## src/rtl/twoscomp_pulse_seq.sv

```systemverilog
// twoscomp_pulse_seq: start/busy initiator that walks a one-hot tp pulse, captures S/Cout, offers it on valid/ready.
// Define TWOSCOMP_SEQ_GAP_EN to insert one all-zero tp cycle between consecutive pulse bits.
module twoscomp_pulse_seq #(
  parameter int Width = 64,
  parameter int Pulse_Width = 21*Width,
  parameter int PULSE_LEN = 1
) (
  input  logic                   clk,
  input  logic                   rst,
  input  logic                   start,
  output logic                   busy,
  input  logic [Width-1:0]       a_in,
  input  logic [Width-1:0]       b_in,
  input  logic                   ca_in,
  output logic [Width-1:0]       op_a,
  output logic [Width-1:0]       op_b,
  output logic                   op_ca,
  output logic [Pulse_Width-1:0] tp,
  input  logic [Width-1:0]       s_in,
  input  logic                   cout_in,
  output logic [Width-1:0]       res,
  output logic                   res_cout,
  output logic                   res_valid,
  input  logic                   res_ready,
  input  logic                   abort,
  output logic                   aborted
);
  localparam int IW = $clog2(Pulse_Width);
  typedef enum logic [1:0] {IDLE, PULSE, CAPTURE, HOLD} state_t;
  state_t state_q, state_d;
  logic [IW-1:0] idx_q, idx_d;
  logic [3:0] cnt_q, cnt_d;
  logic gap_q, gap_d, pulse_on;
  logic [Pulse_Width-1:0] tp_q, tp_d;
  logic [Width-1:0] op_a_q, op_a_d, op_b_q, op_b_d, res_q, res_d;
  logic op_ca_q, op_ca_d, res_cout_q, res_cout_d, aborted_q, aborted_d;
  logic last_hold, last_idx;
  assign last_hold = cnt_q == 4'(PULSE_LEN-1);
  assign last_idx = idx_q == IW'(Pulse_Width-1);
  // tp is rebuilt from the next index so it stays a clean registered one-hot
  assign tp_d = pulse_on ? {{(Pulse_Width-1){1'b0}}, 1'b1} << idx_d : '0;
  always_ff @(posedge clk or posedge rst) begin
    if (rst) begin
      state_q    <= IDLE;
      idx_q      <= '0;
      cnt_q      <= '0;
      gap_q      <= 1'b0;
      tp_q       <= '0;
      op_a_q     <= '0;
      op_b_q     <= '0;
      op_ca_q    <= 1'b0;
      res_q      <= '0;
      res_cout_q <= 1'b0;
      aborted_q  <= 1'b0;
    end else begin
      state_q    <= state_d;
      idx_q      <= idx_d;
      cnt_q      <= cnt_d;
      gap_q      <= gap_d;
      tp_q       <= tp_d;
      op_a_q     <= op_a_d;
      op_b_q     <= op_b_d;
      op_ca_q    <= op_ca_d;
      res_q      <= res_d;
      res_cout_q <= res_cout_d;
      aborted_q  <= aborted_d;
    end
  end
  always_comb begin
    state_d    = state_q;
    idx_d      = idx_q;
    cnt_d      = cnt_q;
    gap_d      = gap_q;
    op_a_d     = op_a_q;
    op_b_d     = op_b_q;
    op_ca_d    = op_ca_q;
    res_d      = res_q;
    res_cout_d = res_cout_q;
    aborted_d  = 1'b0;
    pulse_on   = 1'b0;
    case (state_q)
      IDLE: if (start && !busy) begin
        state_d  = PULSE;
        op_a_d   = a_in;
        op_b_d   = b_in;
        op_ca_d  = ca_in;
        idx_d    = '0;
        cnt_d    = '0;
        gap_d    = 1'b0;
        pulse_on = 1'b1;
      end
      PULSE: if (abort) begin
        state_d   = IDLE;
        gap_d     = 1'b0;
        aborted_d = 1'b1;
      end else if (gap_q) begin
        gap_d    = 1'b0;
        pulse_on = 1'b1;
      end else if (!last_hold) begin
        cnt_d    = cnt_q + 4'd1;
        pulse_on = 1'b1;
      end else if (last_idx) begin
        cnt_d   = '0;
        state_d = CAPTURE;
      end else begin
        cnt_d = '0;
        idx_d = idx_q + IW'(1);
`ifdef TWOSCOMP_SEQ_GAP_EN
        gap_d = 1'b1;
`else
        pulse_on = 1'b1;
`endif
      end
      CAPTURE: if (abort) begin
        state_d   = IDLE;
        aborted_d = 1'b1;
      end else begin
        res_d      = s_in;
        res_cout_d = cout_in;
        state_d    = HOLD;
      end
      HOLD: state_d = res_ready ? IDLE : HOLD;
      default: state_d = IDLE;
    endcase
  end
  always_comb begin
    busy      = state_q != IDLE;
    res_valid = state_q == HOLD;
  end
  assign tp       = tp_q;
  assign op_a     = op_a_q;
  assign op_b     = op_b_q;
  assign op_ca    = op_ca_q;
  assign res      = res_q;
  assign res_cout = res_cout_q;
  assign aborted  = aborted_q;
endmodule

```

## config.mk

```make
export PLATFORM = sky130hd
export DESIGN_NAME = twoscomp_pulse_seq
export DESIGN_NICKNAME = d
export VERILOG_FILES = /design/src/rtl/twoscomp_pulse_seq.sv
export SDC_FILE = /design/constraint.sdc
export NUM_CORES = 2
export LEC_CHECK = 0
export CAP_MARGIN = 40
export CELL_PAD_IN_SITES_DETAIL_PLACEMENT = 0
export CELL_PAD_IN_SITES_GLOBAL_PLACEMENT = 1
export CORE_AREA = 2 2 683 685
export CTS_BUF_LIST = sky130_fd_sc_hd__clkbuf_16
export CTS_CLUSTER_SIZE = 12
export DETAILED_ROUTE_END_ITERATION = 7
export DIE_AREA = 0 0 685 687
export PLACE_DENSITY_LB_ADDON = 0.1
export SKIP_LAST_GASP = 1
export SYNTH_ARGS = -nofsm -noshare
export SYNTH_HDL_FRONTEND = slang
export SYNTH_SLANG_ARGS = --single-unit
```

## constraint.sdc

```tcl
create_clock -name clk -period 111.1 [get_ports clk]
set_input_delay 16.665 -clock clk [delete_from_list [all_inputs] [get_ports clk]]
set_output_delay 16.665 -clock clk [all_outputs]
set_load 0.01 [all_outputs]
```

==> impl_metrics.py <==
metrics = {
    "clock_tree": {
        "clk_pin_slew_worst_paths_ps": 50,
        "htree_levels": 4,
        "cts_tree": "yes",
        "cts_resized": 0,
        "cts.sinks": 1556,
        "clk_latency_ps": 920,
        "numCtsBuffers": 210,
        "post_cts_buffers": 0,
        "clockBufferDepth": 4,
        "cts-root-buf": "clkbuf_16",
        "hold_buffers": 0,
    },
    "global_routing": {
        "first_global_vias": 40700,
        "grt_start_max_net_pins": 145,
        "antenna_found_initial": 31,
        "grt_use_total": 0.138,
        "grt_overflow": 0,
        "grt_pass1_wl_um": 435000,
    },
    "sta": {
        "worst_pin_slew_ps": 946,
        "slew_violations": 0,
        "hold_ws_ps": 501,
        "finalSetupTns_ps": 0,
        "fmax_mhz": 46.1,
        "finClkSkew_ps": 74.6,
        "min_period_over_period": 0.195,
        "layout_min_cycle_time_ps": 21690,
        "slew_headroom": 0.369,
        "hold_viol": 0,
        "setup_viol": 0,
        "rsz0062_at_grt": "false",
    },
    "floorplanning": {
        "start_util": 0.110,
        "die_area_um2": 471000,
        "num_rows": 250,
        "die_height_um": 687,
        "core_area_um2": 463000,
        "die_x_um": 685,
        "io_pins": 1740,
    },
    "pwr": {
        "totalPowerFinal_uw": 1660,
        "irDropWorstVdd_v": 0.0000195,
        "cellLeakagePower_uw": 0.0338,
        "powerDensity_nw_per_um2": 19.9,
    },
    "worst_setup_path": {
        "r2r_end": "tp[974]",
        "cp_cell_sequence": "clkdlybuf4s50_1, inv_8, buf_12, buf_4, buf_4, buf_4, buf_16, buf_4, buf_4, buf_4, buf_16",
        "slowest_stage": "buf_4",
        "path_common_cell": "buf_4",
        "max_stage_delay_ps": 800,
        "critical_path_required_ps": 112120,
        "arrival_ps": 22710,
        "cp-start-kind": "input port",
        "crit_path_end_kind": "async pin",
        "crit_type": "in -> async",
        "ff2ff_path_depth": 11,
        "worst-r2r-setup-slack_ps": 106360,
        "crit_family": "buffers and inverters",
        "r2r-start": "cnt_q[1]",
        "critPathMaxFanout": 130,
        "worst-path-buf-inv": 11,
    },
    "synth": {
        "syn-instance-count": 3761,
        "yosysWarnings": 0,
        "synth_cell_types": 66,
        "synthArstFlopShare": 1.00,
        "synth_area_um2": 50800,
        "synth_edf_count": 0,
        "synth-adder-area-share": 0.00197,
        "synthXorXnorAreaFrac": 0.000173,
        "muxShareOfSynthArea": 0.0435,
        "ys_ff_latch": 1556,
        "synthSimpleGateAreaFrac": 0.151,
        "syn-mean-instance-area_um2": 13.5,
        "synth_ff_type": "dfrtp_1",
        "synth_top_family_by_area": "simple AND/OR/NAND/NOR gates",
        "synth-compound-area-share": 0.00964,
        "ys_seq_area_frac": 0.767,
        "syn_nets": 3968,
    },
    "final_layout": {
        "final_nets": 5759,
        "ff_latch_area_um2": 38900,
        "layout_commonest_cell": "clkdlybuf4s50_1",
        "layout.cells.non_filler": 11900,
        "nFillCells": 50500,
        "syn2layout_area_growth_pct": 64.3,
        "multi_input_area_um2": 10800,
        "design_area_um2": 83400,
        "drive_above_1_share": 0.129,
        "layout_common_cells": "clkdlybuf4s50_1 (1739), dfrtp_1 (1556), nor3_1 (711), nor2_1 (611), clkbuf_16 (213)",
    },
    "routing": {
        "drt-total-wl_um": 336000,
        "routedWlPerCell_um": 28.2,
        "via_per_inst": 3.15,
        "first_pass_iters": 5,
        "dr_total_vias": 37500,
        "route.detailed.drc": 0,
        "final_antenna_net_count": 0,
        "drtIter0Drc": 1847,
    },
    "hold_path": {
        "hp-start": "op_a[23]",
        "min_delay_worst_endpoint": "op_a[23]",
        "whs_path_depth": 1,
        "hold_path_class": "reg -> reg",
    },
    "placed_design": {
        "post_dp_cell_area_um2": 77000,
        "dp_cells": 11500,
        "gp_congestion": 0.742,
        "dp.final_hpwl_um": 244000,
        "port_buffers": 1739,
    },
    "job": {
        "maxCapViolations": 0,
    },
    "outcome": {
        "status": "finished, final reports clean",
    },
}
cells by family (layout without fill, tap and decap cells):
| logic type | after synthesis | in the layout |
|---|---|---|
| and+or+nand+nor | 1593 | 1593 |
| DFF | 1556 | 1556 |
| buffers and inverters | 347 | 2296 |
| xor gates and xnor gates | 1 | 1 |
| muxes | 196 | 196 |
| AOI/OAI and AO/OA | 60 | 60 |
| other | 0 | 9 |
| adders and majority gates | 8 | 8 |
synth_stat cells, types with 5 or more instances:
library cell / n / area [um^2]
dfrtp_1: 1556 / 38900
nor3_1: 712 / 3560
nor2_1: 612 / 2300
clkbuf_1: 260 / 976
mux2_2: 195 / 2200
nand3_1: 57 / 285
nand2_1: 56 / 210
nand4_1: 50 / 313
nor4_1: 37 / 231
buf_2: 35 / 175
buf_1: 28 / 105
a21oi_1: 13 / 65.1
inv_1: 13 / 48.8
o21ai_0: 10 / 50.1
buf_4: 8 / 60.1
ha_1: 8 / 100
and2_1: 7 / 43.8
nand2b_1: 6 / 37.5
nand4_2: 6 / 75.1
a21o_1: 5 / 37.5
a21oi_2: 5 / 43.8
nand2_2: 5 / 31.3
layout make-up:
type                       instances  area share
antenna                            9    0.000270
clock buffer                     213      0.0639
clock inverter                   157      0.0126
inverter                          16    0.000825
multi-input combinational       1858       0.130
sequential                      1556       0.467
tap                             6174      0.0926
timing repair buffer            1910       0.233
sequential cells by signal, summed over array words and instances (netlist names):
signal / cells
res: 64
op_a: 64
op_ca: 1
idx_q: 11
state_q: 2
cnt_q: 4
aborted: 1
tp: 1344
op_b: 64
res_cout: 1
where the power goes:
| group | internal [uW] | total [uW] | switching (uW) | leakage, uW |
|---|---|---|---|---|
| registers | 606 | 627 | 21.7 | 0.0213 |
| logic | 138 | 382 | 244 | 0.00917 |
| clock network | 370 | 653 | 283 | 0.00331 |
per-stage QoR:
| stage | setup WS, ps | util |
|---|---|---|
| 2_1_floorplan | 50530 | - |
| 3_3_place_gp | 87310 | 0.164 |
| 3_5_place_dp | 88260 | 0.166 |
| 4_1_cts | 89230 | 0.180 |
| 5_1_grt | 88660 | 0.180 |
| 6_report | 89410 | 0.180 |
how the worst max path moves through the flow:
stage | from | endpoint | slack [ps] | cells past startpoint
final | rst | tp[147] | 89410 | 11
after global routing | rst | tp[147] | 88660 | 11
after CTS | rst | tp[109] | 89230 | 11
after detailed placement | rst | op_b[39] | 88260 | 11
after global placement | rst | op_b[39] | 87310 | 9
after floorplan | rst | aborted | 50530 | 1
layer usage:
metal	global-route usage	vias up	wire, um
met1	0.147	19800	122000
met2	0.262	1248	181000
li1	-	16200	-
met3	0.0452	311	24500
met4	0.0306	8	7720
met5	0	-	48
Note: power is estimated with default switching activity, not from simulation.
